## src/rtl/serial_feeder_pkg.sv

```systemverilog
// Shared definitions for the serial bit feeder: state encoding and default word width.
package serial_feeder_pkg;

   localparam logic [1:0] FEED_IDLE   = 2'd0;
   localparam logic [1:0] FEED_SHIFT  = 2'd1;
   localparam logic [1:0] FEED_PARITY = 2'd2;

   localparam int DEFAULT_WIDTH = 8;

   typedef enum logic [1:0] {
      ST_IDLE   = FEED_IDLE,
      ST_SHIFT  = FEED_SHIFT,
      ST_PARITY = FEED_PARITY
   } feed_state_t;

endpackage : serial_feeder_pkg

```

## src/rtl/serial_bit_feeder.sv

```systemverilog
// Serial bit feeder: takes parallel words over valid/ready and emits them MSB-first,
// one bit per enabled clock, with a strobe and a word-boundary pulse.
// Optional feature macro: SERIAL_FEEDER_PARITY_EN appends an even-parity bit to every
// word (frame WIDTH+1 bits, one bubble cycle per word). Without it, words stream
// back-to-back with no gap.
module serial_bit_feeder
   import serial_feeder_pkg::*;
#(
   parameter int WIDTH = DEFAULT_WIDTH
) (
   input  logic             clk,
   input  logic             reset,
   input  logic [WIDTH-1:0] in_data,
   input  logic             in_valid,
   output logic             in_ready,
   input  logic             bit_en,
   output logic             bit_out,
   output logic             bit_valid,
   output logic             word_done,
   output logic             busy
);

   localparam int CW = $clog2(WIDTH);
   localparam logic [CW-1:0] LAST_IDX = CW'(WIDTH - 1);

   feed_state_t      state_reg, state_next;
   logic [WIDTH-1:0] sreg_reg;
   logic [CW-1:0]    count_reg;
   logic             word_done_reg;
`ifdef SERIAL_FEEDER_PARITY_EN
   logic             parity_reg;
`endif

   logic accept;
   logic consume;
   logic last_data;
   logic frame_end;

   // The serial bit is always the shift register MSB, so it is a plain flop output.
   assign bit_out   = sreg_reg[WIDTH-1];
   assign bit_valid = (state_reg == ST_SHIFT) || (state_reg == ST_PARITY);
   assign busy      = (state_reg != ST_IDLE);
   assign word_done = word_done_reg;

   assign consume   = bit_valid && bit_en;
   assign last_data = consume && (state_reg == ST_SHIFT) && (count_reg == '0);
   assign accept    = in_valid && in_ready;

`ifdef SERIAL_FEEDER_PARITY_EN
   assign frame_end = consume && (state_reg == ST_PARITY);
`else
   assign frame_end = last_data;
`endif

   // Next-state selection and the ready handshake, both decoded from the current state.
   always_comb begin
      state_next = state_reg;
      in_ready   = 1'b0;
      case (state_reg)
         ST_IDLE: begin
            in_ready = 1'b1;
            if (in_valid) state_next = ST_SHIFT;
         end
         ST_SHIFT: begin
            if (last_data) begin
`ifdef SERIAL_FEEDER_PARITY_EN
               state_next = ST_PARITY;
`else
               // Zero-bubble reload: the next word lands on the edge that eats the LSB.
               in_ready   = 1'b1;
               state_next = in_valid ? ST_SHIFT : ST_IDLE;
`endif
            end
         end
`ifdef SERIAL_FEEDER_PARITY_EN
         ST_PARITY: begin
            if (bit_en) state_next = ST_IDLE;
         end
`endif
         default: state_next = ST_IDLE;
      endcase
   end

   // State, shift register, bit counter and boundary pulse; a word in flight is dropped on reset.
   always_ff @(posedge clk or posedge reset) begin
      if (reset) begin
         state_reg     <= ST_IDLE;
         sreg_reg      <= '0;
         count_reg     <= '0;
         word_done_reg <= 1'b0;
`ifdef SERIAL_FEEDER_PARITY_EN
         parity_reg    <= 1'b0;
`endif
      end else begin
         state_reg     <= state_next;
         word_done_reg <= frame_end;
         if (accept) begin
            sreg_reg   <= in_data;
            count_reg  <= LAST_IDX;
`ifdef SERIAL_FEEDER_PARITY_EN
            parity_reg <= ^in_data;
`endif
         end else if (consume) begin
            if ((state_reg == ST_SHIFT) && (count_reg != '0)) begin
               sreg_reg  <= {sreg_reg[WIDTH-2:0], 1'b0};
               count_reg <= count_reg - 1'b1;
            end else if (state_reg == ST_SHIFT) begin
`ifdef SERIAL_FEEDER_PARITY_EN
               // Parity bit rides out through the same MSB flop as the data bits.
               sreg_reg <= {parity_reg, {(WIDTH-1){1'b0}}};
`else
               sreg_reg <= {sreg_reg[WIDTH-2:0], 1'b0};
`endif
            end else begin
               sreg_reg <= '0;
            end
         end
      end
   end

endmodule : serial_bit_feeder

```

## config.mk

```make
export PLATFORM = sky130hd
export DESIGN_NAME = serial_bit_feeder
export DESIGN_NICKNAME = d
export VERILOG_FILES = /design/src/rtl/serial_feeder_pkg.sv /design/src/rtl/serial_bit_feeder.sv
export SDC_FILE = /design/constraint.sdc
export NUM_CORES = 1
export LEC_CHECK = 0
export CAP_MARGIN = 10
export CORE_ASPECT_RATIO = 1.2
export CORE_UTILIZATION = 45
export DETAILED_ROUTE_END_ITERATION = 10
export PLACE_DENSITY_LB_ADDON = 0.2
export SYNTH_ARGS = -nofsm -noshare
export SYNTH_HDL_FRONTEND = slang
export SYNTH_SLANG_ARGS = --single-unit
```

## constraint.sdc

```tcl
create_clock -name clk -period 2.2 [get_ports clk]
set_input_delay 0.66 -clock clk [delete_from_list [all_inputs] [get_ports clk]]
set_output_delay 0.66 -clock clk [all_outputs]
set_load 0.005 [all_outputs]
```

; After elaboration in Yosys (flattened, before gate mapping)
; Cells that the tools add are included.
[word_totals]
ff_bits = 14
latchBits = 0
ramBits = 0
mem_bits_ro = 0
input_bits = 12
output_inout_bits = 5
wordCells = 36
n_memories = 0
[classes]
n_addsub = 1
mul = 0
div_mod_pow = 0
magnitude_cmp = 0
eq_ne = 4
n_shift = 0
mux = 13
bitwise_logic = 0
reduce_logical = 14
[ops]
columns = operator, n
row1 = $mux W8, 4
row2 = $mux W3, 3
row3 = $reduce_bool A2 Y1, 3
row4 = $logic_and A1 B1 Y1, 5
row5 = $mux W2, 2
row6 = $ne A2 B2 Y1 const B, 2
row7 = $pmux W2 S2, 1
row8 = $reduce_and A2 Y1, 2
row9 = $logic_not A3 Y1, 1
row10 = $reduce_bool A3 Y1, 1
row11 = $sub A3 B1 Y3 const B, 1
row12 = $eq A2 B1 Y1 const B, 1
row13 = $eq A2 B2 Y1 const B, 1
row14 = $logic_not A2 Y1, 1
row15 = $mux W1, 2
row16 = $pmux W1 S2, 1
row17 = $logic_or A1 B1 Y1, 1

; Logic depth before layout (Yosys ltp)
; Gate-level depths: netlist of the first run.
[depth]
ltp_word = 10
depth_mapped = 6
mapped_depth_nobuf = 6

; Worst setup path after synthesis of the first run
; Ideal clock, no wire load.
[synth_path]
kind = flip-flop to output port
from = register count_reg[0]
to = output in_ready
arrival_ps = 981
required_ps = 1540
slack_ps = 559
path_stages_with_launch = 6
n_path_buf = 0
path_cell_list = dfrtp_1 -> inv_1 -> ha_1 -> ha_1 -> nand2_1 -> nand2_4
[synth_via]
elab_chain_cells = 4
[synth_lines]
columns = element, line
row1 = start: declaration, serial_bit_feeder.sv:28  ; logic [CW-1:0] count_reg;
row2 = start signal: assignment, serial_bit_feeder.sv:106  ; count_reg <= count_reg - 1'b1;
row3 = $logic_not A3 Y1, serial_bit_feeder.sv:46  ; assign last_data = consume && (state_reg == ST_SHIFT) && (count_reg == '0);
row4 = $logic_and A1 B1 Y1, serial_bit_feeder.sv:46
row5 = $mux W1, serial_bit_feeder.sv:65  ; if (last_data) begin
row6 = $pmux W1 S2, serial_bit_feeder.sv:59  ; case (state_reg)
row7 = end: declaration, serial_bit_feeder.sv:15  ; output logic in_ready,
; Every way passes these cells.

; Worst setup path after layout of the first run
; Same ends and word-level chain as after synthesis.

==> out/results.ini, run 1 <==
[run_status]
status=finished, final reports clean

[power]
clkPwrFrac=0.162
power_frac_comb=0.429
total_power_mw=0.8857
power_switching_mw=0.2710
p_per_area_nw_per_um2=865.3
p_seq_frac=0.409
vdd_drop_max_v=0.0006297
switching_share=0.3060
power_leakage_nw=0.5138
internal_power_mw=0.6146

[logic_synthesis]
synth_edf_count=0
yosysSeqAreaShare=0.4075
ys_warn_count=0
synth_seq_cells=13
synthFlopType=dfrtp_1
synth_fp_nets=90
syn_avg_cell_area_um2=10.50
synth_area_leaders=dfrtp_1 (41%), mux2i_1 (8.8%), mux2_2 (5.6%), nand2b_1 (5.5%), o22ai_1 (5.5%)
synth-async-reset-ratio=1.000
syn_area_um2=798.3
netlist_instances=76
synth_top_area_share=0.4075
synth.distinct_cells=24
yosysTopAreaCell=dfrtp_1

[clock_tree]
cts_buffers=3
cts.clk_slew.worst_paths_ns=0.08
cts_tree=yes
cts-htree-levels=1
cts_num_sinks=13
clock-root-buffer=clkbuf_4
clock_latency_ns=0.27
cts_buffer_depth=2

[die]
die-area_um2=1947
die_x_um=40.45
start_util=0.4863
fp.dieH_um=48.14
core_um2=1642
ios=17
rows=16

[detailed_routing]
num_vias=639
drt_iter0_markers=11
wirelength_mm=1.567
wire_per_inst_um=13.51
drc=0
drtAntennaViolNets=0
viasPerCell=5.509
detail_route.first_pass.iterations=4

[critical_path]
crit_chain=inv_1, ha_1, ha_2, nand2_2, nand2_4, dlygate4sd2_1
cp-start-kind=flop
crit_type=reg2out
rr_worst_depth=7
worstPathArrival_ns=1.45
cp_max_fo=2
critical_path.startpoint=count_reg[0]$_DFFE_PP0P_
end_kind=output pin
crit_required_ns=1.54
cp_slowest_cell=dfrtp_1
r2r_start=count_reg[0]$_DFFE_PP0P_
ff2ff_setup_slack_ns=0.66
cpPeakStageDelay_ns=0.36
regToRegEndpoint=sreg_reg[3]$_DFFE_PP0P_

[sta]
finalClockSkew_ns=0.004992
tightest_slew_ns=0.4933
fmax_mhz=472.8
drv_slew=0
period_minus_slack_ns=2.115
whs_ns=0.4900
setup_viol=0
rsz0062_at_grt=no
hold_viol=0
min_period_over_period=0.9613
fin_setup_tns_ns=0
relSlewSlack=0.6708

[final_layout]
largest_reg_flops=8
final_cell_mix=clkdlybuf4s50_1 (14), dfrtp_1 (13)
antennaDiodeCount=0
num-nets-final=113
synthToLayoutAreaGrowth_pct=28.21
drive_above_1_share=0.2041
final_cells=116
final_common_cell=clkdlybuf4s50_1

[global_route]
antenna_found_initial=0
track_usage=0.1840
grt_overflow_total=0
grt_max_degree=16
grt_pass1_vias=585
grt_pass1_wl_mm=2.401

[min_path]
min_delay_worst_endpoint=sreg_reg[0]$_DFFE_PP0P_
worstHoldStart=sreg_reg[0]$_DFFE_PP0P_
worstHoldPathCells=1
hold_path_class=reg2reg

[place]
place.gp.congestion=0.6421
dp.final_hpwl_mm=1.117
portBuffers=16
dp.cells=110

[run]
cap_violations=0

routing by layer:
layer  wire length (um)  global-route usage  vias to the layer above
li1                   -                   -                      316
met1                677              0.2151                      311
met2                820              0.3270                        8
met3                 46             0.02740                        4
met4                 22             0.08000                        0
met5                  0                   0                        -
power groups by stage:
stage | clock, mW | combinational [mW] | sequential (mW)
CTS | 0.148 | 0.364 | 0.364
global route | 0.155 | 0.429 | 0.371
global placement | 0 | 0.337 | 0.367
finish | 0.144 | 0.380 | 0.362
floorplan | 0 | 0.254 | 0.361
detailed placement | 0 | 0.348 | 0.374
cells by family after synthesis:
kind of cell             after synthesis  synth area share
flip-flops                            13            0.4075
adder cells (fa/ha/maj)                2           0.03134
AO/OA/AOI/OAI                         22            0.1865
multiplexers                          12            0.1630
buffers and inverters                 11           0.08149
AND/OR/NAND/NOR                       16            0.1301
metrics by stage:
stage | util | worst slack [ns] | instance area (um2)
global placement | 0.5945 | -0.2484 | 975.9
global route | 0.6235 | 0.03457 | 1023
finish | 0.6235 | 0.08504 | 1023
floorplan | - | 0.5592 | 798.3
CTS | 0.6143 | 0.01124 | 1008
detailed placement | 0.5945 | -0.2518 | 975.9
cell usage after synthesis, types with 2 or more instances:
cell type,n
mux2_2,4
or2b_1,3
o22ai_1,7
nand2b_1,7
dfrtp_1,13
ha_1,2
buf_6,2
buf_4,2
mux2i_1,7
a21oi_1,7
inv_1,6
o2bb2ai_1,2
a2bb2oi_1,3
worst max path at each step:
stage                to  slack (ns)
6_report       in_ready        0.09
5_1_grt        in_ready        0.03
4_1_cts        in_ready        0.01
3_5_place_dp   in_ready       -0.25
3_3_place_gp   in_ready       -0.25
2_1_floorplan  in_ready        0.56
layout make-up:
cell class	count	area, um2
inverters	6	22.52
multi-input cells	52	412.9
clock buffers	4	26.28
repair buffers	23	214.0
flip-flops and latches	13	325.3
well taps	18	22.52
fillers	152	618.1
critical path, delay by kind of cell (launching register included):
kind                     cells  cell delay (ns)
adder cells (fa/ha/maj)      2             0.37
buffers and inverters        2             0.32
flip-flops                   1             0.36
AND/OR/NAND/NOR              2             0.13
repair_timing:
item,in CTS,in global routing
gates resized for setup,1,3
hold buffers,0,0
cloned,0,0
endpoints found under the setup margin,1,1
setup buffers,1,1
(Power assumes the default switching activity.)
==> run 2: changes to the inputs <==
--- a/config.mk
+++ b/config.mk
@@ -5,9 +5,12 @@
 export SDC_FILE = /design/constraint.sdc
 export NUM_CORES = 1
 export LEC_CHECK = 0
+export ABC_AREA = 1
 export CAP_MARGIN = 10
+export CELL_PAD_IN_SITES_DETAIL_PLACEMENT = 0
+export CELL_PAD_IN_SITES_GLOBAL_PLACEMENT = 1
 export CORE_ASPECT_RATIO = 1.2
-export CORE_UTILIZATION = 45
+export CORE_UTILIZATION = 36
 export DETAILED_ROUTE_END_ITERATION = 10
 export PLACE_DENSITY_LB_ADDON = 0.2
 export SYNTH_ARGS = -nofsm -noshare
==> out/results.ini, run 2 <==
[run_status]
status=complete, but fails checks  ; was finished, final reports clean
violations=DRC

[sta]
min_period_over_period=0.9605  ; was 0.9613
drv_slew=0  ; unchanged
period_minus_slack_ns=2.113  ; was 2.115 ns
relSlewSlack=0.6620  ; was 0.6708
setup_viol=0  ; unchanged
fmax_mhz=473.2  ; was 472.8 MHz
tightest_slew_ns=0.5064  ; was 0.4933 ns
fin_setup_tns_ns=0  ; unchanged
hold_viol=0  ; unchanged
whs_ns=0.4731  ; was 0.4900 ns
finalClockSkew_ns=0.006442  ; was 0.004992 ns
rsz0062_at_grt=no  ; unchanged

[global_route]
grt_pass1_wl_mm=2.856  ; was 2.401 mm
grt_max_degree=14  ; was 16
grt_overflow_total=0  ; unchanged
grt_pass1_vias=670  ; was 585
track_usage=0.1719  ; was 0.1840
antenna_found_initial=0  ; unchanged

[detailed_routing]
num_vias=689  ; was 639
drtAntennaViolNets=0  ; unchanged
wire_per_inst_um=10.19  ; was 13.51 um
drc=2  ; was 0
drt_iter0_markers=13  ; was 11
viasPerCell=4.719  ; was 5.509
detail_route.first_pass.iterations=6  ; was 4
wirelength_mm=1.488  ; was 1.567 mm

[place]
portBuffers=16  ; unchanged
dp.final_hpwl_mm=1.090  ; was 1.117 mm
dp.cells=140  ; was 110
dpl_cell_area_um2=935.9  ; was 975.9 um2
place.gp.congestion=0.7505  ; was 0.6421

[logic_synthesis]
synth_most_common_cell=nand2_1  ; was dfrtp_1
synth_area_leaders=dfrtp_1 (44%), nand2_1 (26%), inv_1 (7.6%), nand3_1 (6.8%), buf_6 (4.6%)  ; was dfrtp_1 (41%), mux2i_1 (8.8%), mux2_2 (5.6%), nand2b_1 (5.5%), o22ai_1 (5.5%)
synth_top_area_share=0.4392  ; was 0.4075
netlist_instances=102  ; was 76
ys_warn_count=0  ; unchanged
syn_area_um2=740.7  ; was 798.3 um2
synth_seq_cells=13  ; unchanged
synth.distinct_cells=12  ; was 24
synth-async-reset-ratio=1.000  ; unchanged
yosysTopAreaCell=dfrtp_1  ; unchanged
synthTopCellsByCount=nand2_1 (51), inv_1 (15), dfrtp_1 (13)  ; was dfrtp_1 (13), a21oi_1 (7), mux2i_1 (7), nand2b_1 (7), o22ai_1 (7)
synth_edf_count=0  ; unchanged
synth_fp_nets=116  ; was 90
yosysSeqAreaShare=0.4392  ; was 0.4075
synthFlopType=dfrtp_1  ; unchanged
syn_avg_cell_area_um2=7.262  ; was 10.50 um2

[clock_tree]
cts_buffer_depth=2  ; unchanged
cts_buffers=3  ; unchanged
cts_tree=yes  ; unchanged
cts_num_sinks=13  ; unchanged
clock-root-buffer=clkbuf_4  ; unchanged
cts-htree-levels=1  ; unchanged
cts.clk_slew.worst_paths_ns=0.08  ; about the same
clock_latency_ns=0.28  ; was 0.27 ns

[critical_path]
cpLargestDelayFamily=adder cells  ; unchanged
worstPathArrival_ns=1.45  ; about the same
crit_required_ns=1.54  ; about the same
end_kind=output pin  ; unchanged
cp_max_fo=3  ; was 2
cp_slowest_cell=dfrtp_1  ; unchanged
cpPeakStageDelay_ns=0.35  ; was 0.36 ns
cp-start-kind=flop  ; unchanged
path_buf_inv=2  ; unchanged
crit_chain=inv_1, ha_1, ha_2, nand3_2, nand2_2, dlygate4sd2_1  ; was inv_1, ha_1, ha_2, nand2_2, nand2_4, dlygate4sd2_1
crit_type=reg2out  ; unchanged

[die]
start_util=0.3913  ; was 0.4863
core_um2=1893  ; was 1642 um2
rows=17  ; was 16
die_x_um=43.41  ; was 40.45 um
fp.dieH_um=51.69  ; was 48.14 um
die-area_um2=2244  ; was 1947 um2
ios=17  ; unchanged

[final_layout]
drive_above_1_share=0.1496  ; was 0.2041
synthToLayoutAreaGrowth_pct=31.93  ; was 28.21%
num-nets-final=142  ; was 113
final_common_cell=nand2_1  ; was clkdlybuf4s50_1
largest_reg_flops=8  ; unchanged
final_cells=146  ; was 116
antennaDiodeCount=0  ; unchanged
final_cell_mix=nand2_1 (51), inv_1 (15), clkdlybuf4s50_1 (14)  ; was clkdlybuf4s50_1 (14), dfrtp_1 (13)
fillers=209  ; was 152
design_area_um2=977.2  ; was 1023 um2

[run]
cap_violations=0  ; unchanged

[min_path]
hold_path_class=reg2reg  ; unchanged

[power]
power_leakage_nw=0.5734  ; was 0.5138 nW
p_per_area_nw_per_um2=1126  ; was 865.3 nW/um2
vdd_drop_max_v=0.0005526  ; was 0.0006297 V

-- run 2: path summary, 6_finish.rpt --
kind / from / cells after the start / slack [ns] / end
min in group asynchronous: reset / 2 / 0.70 / word_done$_DFF_PP0_
worst max register to register: count_reg[0]$_DFFE_PP0P_ / 11 / 0.59 / sreg_reg[5]$_DFFE_PP0P_
worst max-delay path: count_reg[0]$_DFFE_PP0P_ / 6 / 0.09 / in_ready
max in group asynchronous: reset / 2 / 1.15 / sreg_reg[5]$_DFFE_PP0P_
worst min-delay path: count_reg[1]$_DFFE_PP0P_ / 2 / 0.47 / count_reg[1]$_DFFE_PP0P_
worst min register to register: count_reg[1]$_DFFE_PP0P_ / 2 / 0.47 / count_reg[1]$_DFFE_PP0P_
-- run 2: logic make-up (layout without fill, tap and decap cells) --
family                     count (synthesis)  count (layout)  share of synthesized area
and+or+nand+nor                           66              66                     0.3733
AOI/OAI and AO/OA                          2               2                    0.02197
buffers and inverters                     19              44                     0.1318
adders and majority gates                  2               2                    0.03378
DFF                                       13              13                     0.4392
-- run 2: worst min-delay path: cells and delay by family, from the launching register on --
kind	cells	cell delay [ns]
flip-flops	1	0.34
AND/OR/NAND/NOR	2	0.10
-- run 2: routing by layer --
| layer | track usage | routed length [um] | vias up |
|---|---|---|---|
| li1 | - | - | 354 |
| met1 | 0.1996 | 660 | 321 |
| met2 | 0.3030 | 770 | 12 |
| met3 | 0.02083 | 39 | 2 |
| met4 | 0.09375 | 17 | 0 |
| met5 | 0 | 0 | - |
-- run 2: where the power goes --
part | leakage [nW] | switching [mW] | internal, mW
clock network | 0.0150 | 0.0792 | 0.0702
logic | 0.394 | 0.282 | 0.271
registers | 0.165 | 0.0536 | 0.345
total | 0.573 | 0.415 | 0.686
-- run 2: what timing repair did --
item	CTS	global route
pin swaps	1	0
resized for setup	3	0
hold buffers	0	0
setup buffers	1	1
setup endpoints to repair	1	1
-- run 2: through the flow --
| stage | total power, mW | setup slack [ns] | util |
|---|---|---|---|
| after floorplan | 0.7677 | 0.6261 | - |
| after global placement | 0.9303 | -0.2567 | 0.4944 |
| after detailed placement | 0.9394 | -0.2891 | 0.4944 |
| after CTS | 1.107 | 0.06390 | 0.5122 |
| after global routing | 1.229 | 0.007846 | 0.5162 |
| final | 1.101 | 0.08687 | 0.5162 |
-- run 2: cell type report --
cell class	instances	area, um2	area share
tap	19	23.77	0.02433
sequential	13	325.3	0.3329
multi-input combinational	70	320.3	0.3278
timing repair buffer	25	225.2	0.2305
inverter	15	56.30	0.05762
clock buffer	4	26.28	0.02689
